**src/rtl/clkdiv_pkg.sv**
```systemverilog
// clkdiv_pkg: shared state encoding and helpers for clkdiv_arbiter.
package clkdiv_pkg;

    typedef enum logic [4:0] {
        IDLE  = 5'b00001,
        START = 5'b00010,
        RUN   = 5'b00100,
        DRAIN = 5'b01000,
        DONE  = 5'b10000
    } state_t;

    function automatic int onehot2idx(input logic [31:0] oh);
        int idx;
        idx = 0;
        for (int i = 0; i < 32; i++)
            if (oh[i]) idx = i;
        return idx;
    endfunction

endpackage

```
**src/rtl/rr_arbiter.sv**
```systemverilog
// rr_arbiter: combinational round-robin pick starting at pointer; pointer lives in the parent.
module rr_arbiter
    import clkdiv_pkg::*;
#(
    parameter int NREQ  = 2,
    parameter int IDX_W = 1
) (
    input  logic [NREQ-1:0]  req,
    input  logic [IDX_W-1:0] pointer,
    output logic [NREQ-1:0]  gnt,
    output logic [IDX_W-1:0] idx
);

    logic found;

    always_comb begin
        gnt   = '0;
        found = 1'b0;
        for (int k = 0; k < NREQ; k++)
            if (!found && req[(int'(pointer) + k) % NREQ]) begin
                gnt[(int'(pointer) + k) % NREQ] = 1'b1;
                found = 1'b1;
            end
    end

    assign idx = IDX_W'(onehot2idx(32'(gnt)));

endmodule

```
**src/rtl/clkdiv_arbiter.sv**
```systemverilog
// clkdiv_arbiter: round-robin owner of a shared clkdiv, runs bursts of N output periods.
// Define CLKDIV_ARBITER_ABORT_EN to let the owner cut a burst short by dropping its request.
module clkdiv_arbiter
    import clkdiv_pkg::*;
#(
    parameter int NREQ      = 2,
    parameter int LEN_W     = 8,
    parameter int IDLE_HIGH = 1
) (
    input  logic                  clk_i,
    input  logic                  rst_ni,
    input  logic [NREQ-1:0]       req_i,
    input  logic [NREQ*LEN_W-1:0] len_i,
    output logic [NREQ-1:0]       gnt_o,
    output logic [NREQ-1:0]       done_o,
    output logic                  busy_o,
    output logic [LEN_W-1:0]      cnt_o,
    output logic                  div_enable_o,
    input  logic                  div_idle_i,
    input  logic                  div_clk_i
);

    localparam int   IDX_W = NREQ > 1 ? $clog2(NREQ) : 1;
    localparam logic IH    = 1'(IDLE_HIGH);

    state_t           state, next;
    logic [IDX_W-1:0] ptr, owner, win_idx;
    logic [NREQ-1:0]  win_gnt, own_oh;
    logic [LEN_W-1:0] len, cnt, cnt_inc, win_len;
    logic             past_clk, ret_edge, abort;

    rr_arbiter #(.NREQ(NREQ), .IDX_W(IDX_W)) u_rr (
        .req     (req_i),
        .pointer (ptr),
        .gnt     (win_gnt),
        .idx     (win_idx)
    );

    assign win_len  = len_i[int'(win_idx)*LEN_W +: LEN_W];
    assign own_oh   = NREQ'(1) << owner;
    assign cnt_inc  = cnt + 1'b1;
    assign ret_edge = (div_clk_i == IH) && (past_clk != IH);

`ifdef CLKDIV_ARBITER_ABORT_EN
    always_ff @(posedge clk_i or negedge rst_ni)
        if (!rst_ni) abort <= 1'b0;
        else         abort <= (state == START || state == RUN) && (abort || !req_i[owner]);
`else
    assign abort = 1'b0;
`endif

    always_comb begin
        next = state;
        case (state)
            IDLE:    if (div_idle_i && |win_gnt) next = (win_len != '0) ? START : DONE;
            START:   if (!div_idle_i) next = RUN;
                     else if (abort) next = DRAIN;
            RUN:     if (ret_edge && (cnt_inc == len || abort)) next = DRAIN;
            DRAIN:   if (div_idle_i) next = DONE;
            DONE:    next = IDLE;
            default: next = IDLE;
        endcase
    end

    always_ff @(posedge clk_i or negedge rst_ni)
        if (!rst_ni) begin
            state    <= IDLE;
            ptr      <= '0;
            owner    <= '0;
            len      <= '0;
            cnt      <= '0;
            past_clk <= IH;
            done_o   <= '0;
        end else begin
            state    <= next;
            past_clk <= div_clk_i;
            done_o   <= (state == DONE) ? own_oh : '0;
            if (state == IDLE && next != IDLE) begin
                owner <= win_idx;
                len   <= win_len;
                cnt   <= '0;
                ptr   <= (int'(win_idx) == NREQ - 1) ? '0 : win_idx + 1'b1;
            end else if (state == RUN && ret_edge) begin
                cnt <= cnt_inc;
            end
        end

    // Enable for period k+1 must already be low when the divider samples at edge len.
    assign busy_o       = (state == START) || (state == RUN) || (state == DRAIN) || (state == DONE);
    assign gnt_o        = busy_o ? own_oh : '0;
    assign cnt_o        = cnt;
    assign div_enable_o = (state == START) ? !abort :
                          (state == RUN)   ? (cnt_inc < len) && !abort : 1'b0;

endmodule

```
**config.mk**
```make
export PLATFORM = sky130hd
export DESIGN_NAME = clkdiv_arbiter
export DESIGN_NICKNAME = d
export VERILOG_FILES = /design/src/rtl/clkdiv_pkg.sv /design/src/rtl/rr_arbiter.sv /design/src/rtl/clkdiv_arbiter.sv
export SDC_FILE = /design/constraint.sdc
export NUM_CORES = 1
export LEC_CHECK = 0
export ABC_CLOCK_PERIOD_IN_PS = 2000
export BUFFER_PORTS_ARGS = -buffer_cell sky130_fd_sc_hd__buf_2
export CORE_MARGIN = 8
export CORE_UTILIZATION = 48
export CTS_BUF_LIST = sky130_fd_sc_hd__clkbuf_4 sky130_fd_sc_hd__clkbuf_8 sky130_fd_sc_hd__clkbuf_16
export DETAILED_ROUTE_END_ITERATION = 8
export MAX_ROUTING_LAYER = met4
export PLACE_DENSITY = 0.75
export SLEW_MARGIN = 40
export SYNTH_ARGS = -nofsm -noshare
export SYNTH_HDL_FRONTEND = slang
export SYNTH_HIERARCHICAL = 1
export SYNTH_SLANG_ARGS = --single-unit
```
**constraint.sdc**
```tcl
create_clock -name clk_i -period 2 [get_ports clk_i]
set_clock_uncertainty 0.15 [all_clocks]
set_input_delay 0.2 -clock clk_i [delete_from_list [all_inputs] [get_ports clk_i]]
set_output_delay 0.2 -clock clk_i [all_outputs]
set_load 0.005 [all_outputs]
```
==> flow_metrics.py <==
metrics = {
    "synth": {
        "synth-async-reset-ratio_pct": 100.0,
        "synth_top_flop_cell": "sky130_fd_sc_hd__dfrtp_1",
        "ys_types": 42,
        "netlist.area_leader.share_pct": 37.41,
        "synth_sequential_area_ratio_pct": 40.69,
        "synth_area_um2": 1605,
        "synth.avg_cell_area_um2": 9.443,
        "syn-num-nets": 201,
        "yosys_warnings": 6,
        "synth_cells": 170,
        "synth.top_cells.by_area": "sky130_fd_sc_hd__dfrtp_1 (37%), sky130_fd_sc_hd__ha_1 (7.0%), sky130_fd_sc_hd__mux2i_1 (6.2%), sky130_fd_sc_hd__xor2_1 (4.9%), sky130_fd_sc_hd__o21ai_0 (4.7%)",
        "yosysTopAreaCell": "sky130_fd_sc_hd__dfrtp_1",
        "synth-seq-cells": 26,
        "number_of_enable_type_register_cells_in_the_synthesized_netlist": 0,
    },
    "clock_tree": {
        "htreeDepth": 1,
        "clockBufferDepth": 2,
        "clk_transition_reported_paths_ns": 0.15,
        "tritoncts": "done",
        "cts_made_buffers": 3,
        "clkLatencyLatePin_ns": 0.32,
        "cts.sinks": 26,
        "cts_root_buf": "sky130_fd_sc_hd__clkbuf_4",
    },
    "min_path": {
        "min-delay-start": "div_idle_i",
        "worstHoldEndpoint": "state[4]",
        "timing.hold.worst.class": "input port to flip-flop",
        "min_path_cells": 2,
    },
    "setup_path": {
        "setup.worst_path.start_class": "flip-flop",
        "cp_top_family": "adder cells",
        "timing.rr.start": "cnt_o[0]",
        "crit_path_cell_chain": "ha_2, and3_4, buf_4, xor2_1, ha_1, and4_1, a21boi_0, o41ai_1, buf_2",
        "critical_path.slowest_cell": "sky130_fd_sc_hd__dfrtp_1",
        "critical-path-max-stage-delay_ns": 0.44,
        "worst-r2r-cell-count": 11,
        "worst_setup_path_end_kind": "output port",
        "arrival_ns": 2.51,
        "critical_path.reg2reg.endpoint": "state[2]",
        "worstSetupPathType": "flip-flop to output port",
        "worstPathRequired_ns": 1.65,
        "ff2ff_setup_slack_ns": -0.31,
        "crit_path_start": "cnt_o[0]",
        "cp_num_buf_inv": 2,
        "critPathMaxFanout": 4,
    },
    "run_status": {
        "violations": "negative setup slack",
        "status": "finished with violations",
    },
    "drt": {
        "dr.first_iter.drc_count": 71,
        "finalWirelength_mm": 3.873,
        "detailedRoute.firstPassIterationCount": 5,
        "drc_errors": 0,
        "antenna_left": 0,
        "via_per_inst": 5.211,
        "num_vias": 1485,
        "routedWlPerCell_um": 13.59,
    },
    "placed_design": {
        "area_of_placed_instances_um2": 1998,
        "gp_congestion": 0.8443,
        "port_buffers": 35,
        "dpl.cell_count": 267,
        "final_hpwl_from_detailed_placement_mm": 2.885,
        "dp_worst_setup_slack_ns": -0.4579,
    },
    "power_and_ir_drop": {
        "fin_total_pwr_mw": 1.716,
        "power.ir.vdd_worst_mv": 0.4586,
        "power_leakage_nw": 1.123,
        "pwr_density_cell_nw_per_um2": 776.0,
    },
    "floorplanning": {
        "die_h_um": 73.83,
        "core_area_um2": 3284,
        "start_util_pct": 48.88,
        "die_width_um": 73.83,
        "std_cell_rows": 21,
        "ioPinCount": 36,
        "fp.dieArea_um2": 5451,
    },
    "finish": {
        "stdcell_area_um2": 2211,
        "num_antenna_cells": 0,
        "synthToLayoutAreaGrowth_pct": 37.72,
        "layout-drive-gt1-share_pct": 40.17,
        "most-common-layout-cells": "sky130_fd_sc_hd__buf_2 (35), sky130_fd_sc_hd__buf_4 (33), sky130_fd_sc_hd__dfrtp_1 (23)",
        "mostFrequentLayoutCell": "sky130_fd_sc_hd__buf_2",
        "final_instance_count_without_filler_cells": 285,
        "layout.nets": 271,
        "final_core_utilization_pct": 67.31,
    },
    "sta": {
        "report.final.slew_viol_count": 0,
        "final_min_period_over_clock_period_pct": 142.8,
        "worst_slew_margin_rel_pct": 61.57,
        "setup_slack_ns": -0.8559,
        "setup-violations-final": 6,
        "rsz0062_at_grt": "true",
        "worst-slew-pin-transition_ns": 0.5765,
        "peak_freq_ghz": 0.3502,
        "timing_hold_violations_final": 0,
        "layout_min_cycle_time_ns": 2.856,
    },
    "grt": {
        "grt_antenna_before_repair": 0,
        "grt_start_max_net_pins": 27,
        "grt_first_pass_wirelength_mm": 6.065,
        "grt_use_total_pct": 14.51,
        "vias_in_the_first_global_route": 1407,
        "gr-total-overflow": 0,
    },
    "run": {
        "max-cap-violations": 0,
    },
}
[Yosys cell counts (2+ instances only)]
master,number
sky130_fd_sc_hd__or3_1,2
sky130_fd_sc_hd__clkbuf_1,5
sky130_fd_sc_hd__nor4_1,5
sky130_fd_sc_hd__and3_1,3
sky130_fd_sc_hd__a21oi_1,6
sky130_fd_sc_hd__inv_1,11
sky130_fd_sc_hd__nand2_1,18
sky130_fd_sc_hd__dfrtp_1,24
sky130_fd_sc_hd__xor2_1,9
sky130_fd_sc_hd__nor2_1,8
sky130_fd_sc_hd__or4_1,2
sky130_fd_sc_hd__and4_1,2
sky130_fd_sc_hd__nor2b_1,3
sky130_fd_sc_hd__nand4_1,4
sky130_fd_sc_hd__ha_1,9
sky130_fd_sc_hd__o211ai_1,2
sky130_fd_sc_hd__dfstp_2,2
sky130_fd_sc_hd__nand3_1,6
sky130_fd_sc_hd__o21ai_0,15
sky130_fd_sc_hd__xnor2_1,2
sky130_fd_sc_hd__mux2i_1,10
sky130_fd_sc_hd__a21boi_0,2
[layer usage]
| metal | track usage [%] | share of wire [%] | vias to the layer above |
|---|---|---|---|
| li1 | - | - | 742 |
| met1 | 17.27 | 45 | 702 |
| met2 | 24.70 | 50 | 37 |
| met3 | 1.774 | 4.2 | 4 |
| met4 | 4.656 | 0.75 | 0 |
| met5 | - | 0 | - |
[cell families (layout without fill, tap and decap cells)]
kind of cell	Yosys count	count (layout)	share of synthesized area (%)
AND/OR/NAND/NOR	63	63	22.99
AO/OA/AOI/OAI	32	32	11.85
buffers and inverters	19	88	5.222
XOR/XNOR	11	11	6.002
adder cells (fa/ha/maj)	9	9	7.015
multiplexers	10	10	6.236
flip-flops	26	26	40.69
[repair_timing]
action,in CTS,in global routing
gates resized for setup,7,11
endpoints found under the hold margin,25,0
pin swaps,4,5
hold buffers,2,0
endpoints found under the setup margin,6,15
setup buffers,3,9
[flip-flops by register name, summed over array words and instances (netlist names)]
name	count
cnt_o	8
done_o	2
len	8
owner	1
past_clk	1
ptr	1
state	5
[where the power goes]
part           total (mW)  internal [mW]  switching [mW]
Combinational       0.728          0.347           0.381
Sequential          0.737          0.648          0.0893
Clock               0.250         0.0916           0.159
[worst max path at each step]
stage                   end  slack (ns)  cells past startpoint
3_5_place_dp   div_enable_o       -0.46                      9
4_1_cts        div_enable_o       -0.83                      9
2_1_floorplan  div_enable_o       -0.26                      8
6_report       div_enable_o       -0.86                      9
3_3_place_gp   div_enable_o       -0.39                      9
5_1_grt        div_enable_o       -1.03                      9
[metrics by stage]
step                      TNS (ns)  hold WS [ns]
after floorplan            -0.3444       -0.2456
after global placement     -0.4362       0.08322
after detailed placement   -0.6160       0.07501
after CTS                   -1.222     0.0003223
after global routing        -2.206      0.008256
final                       -1.666      0.002278
[layout make-up]
class / instances / area (um^2)
Fill cell: 282 / 1074
Multi-Input combinational cell: 125 / 950.9
Timing Repair Buffer: 73 / 476.7
Clock buffer: 4 / 30.03
Tap cell: 46 / 57.56
Inverter: 11 / 41.29
Sequential cell: 26 / 654.4
(Power assumes the default switching activity.)
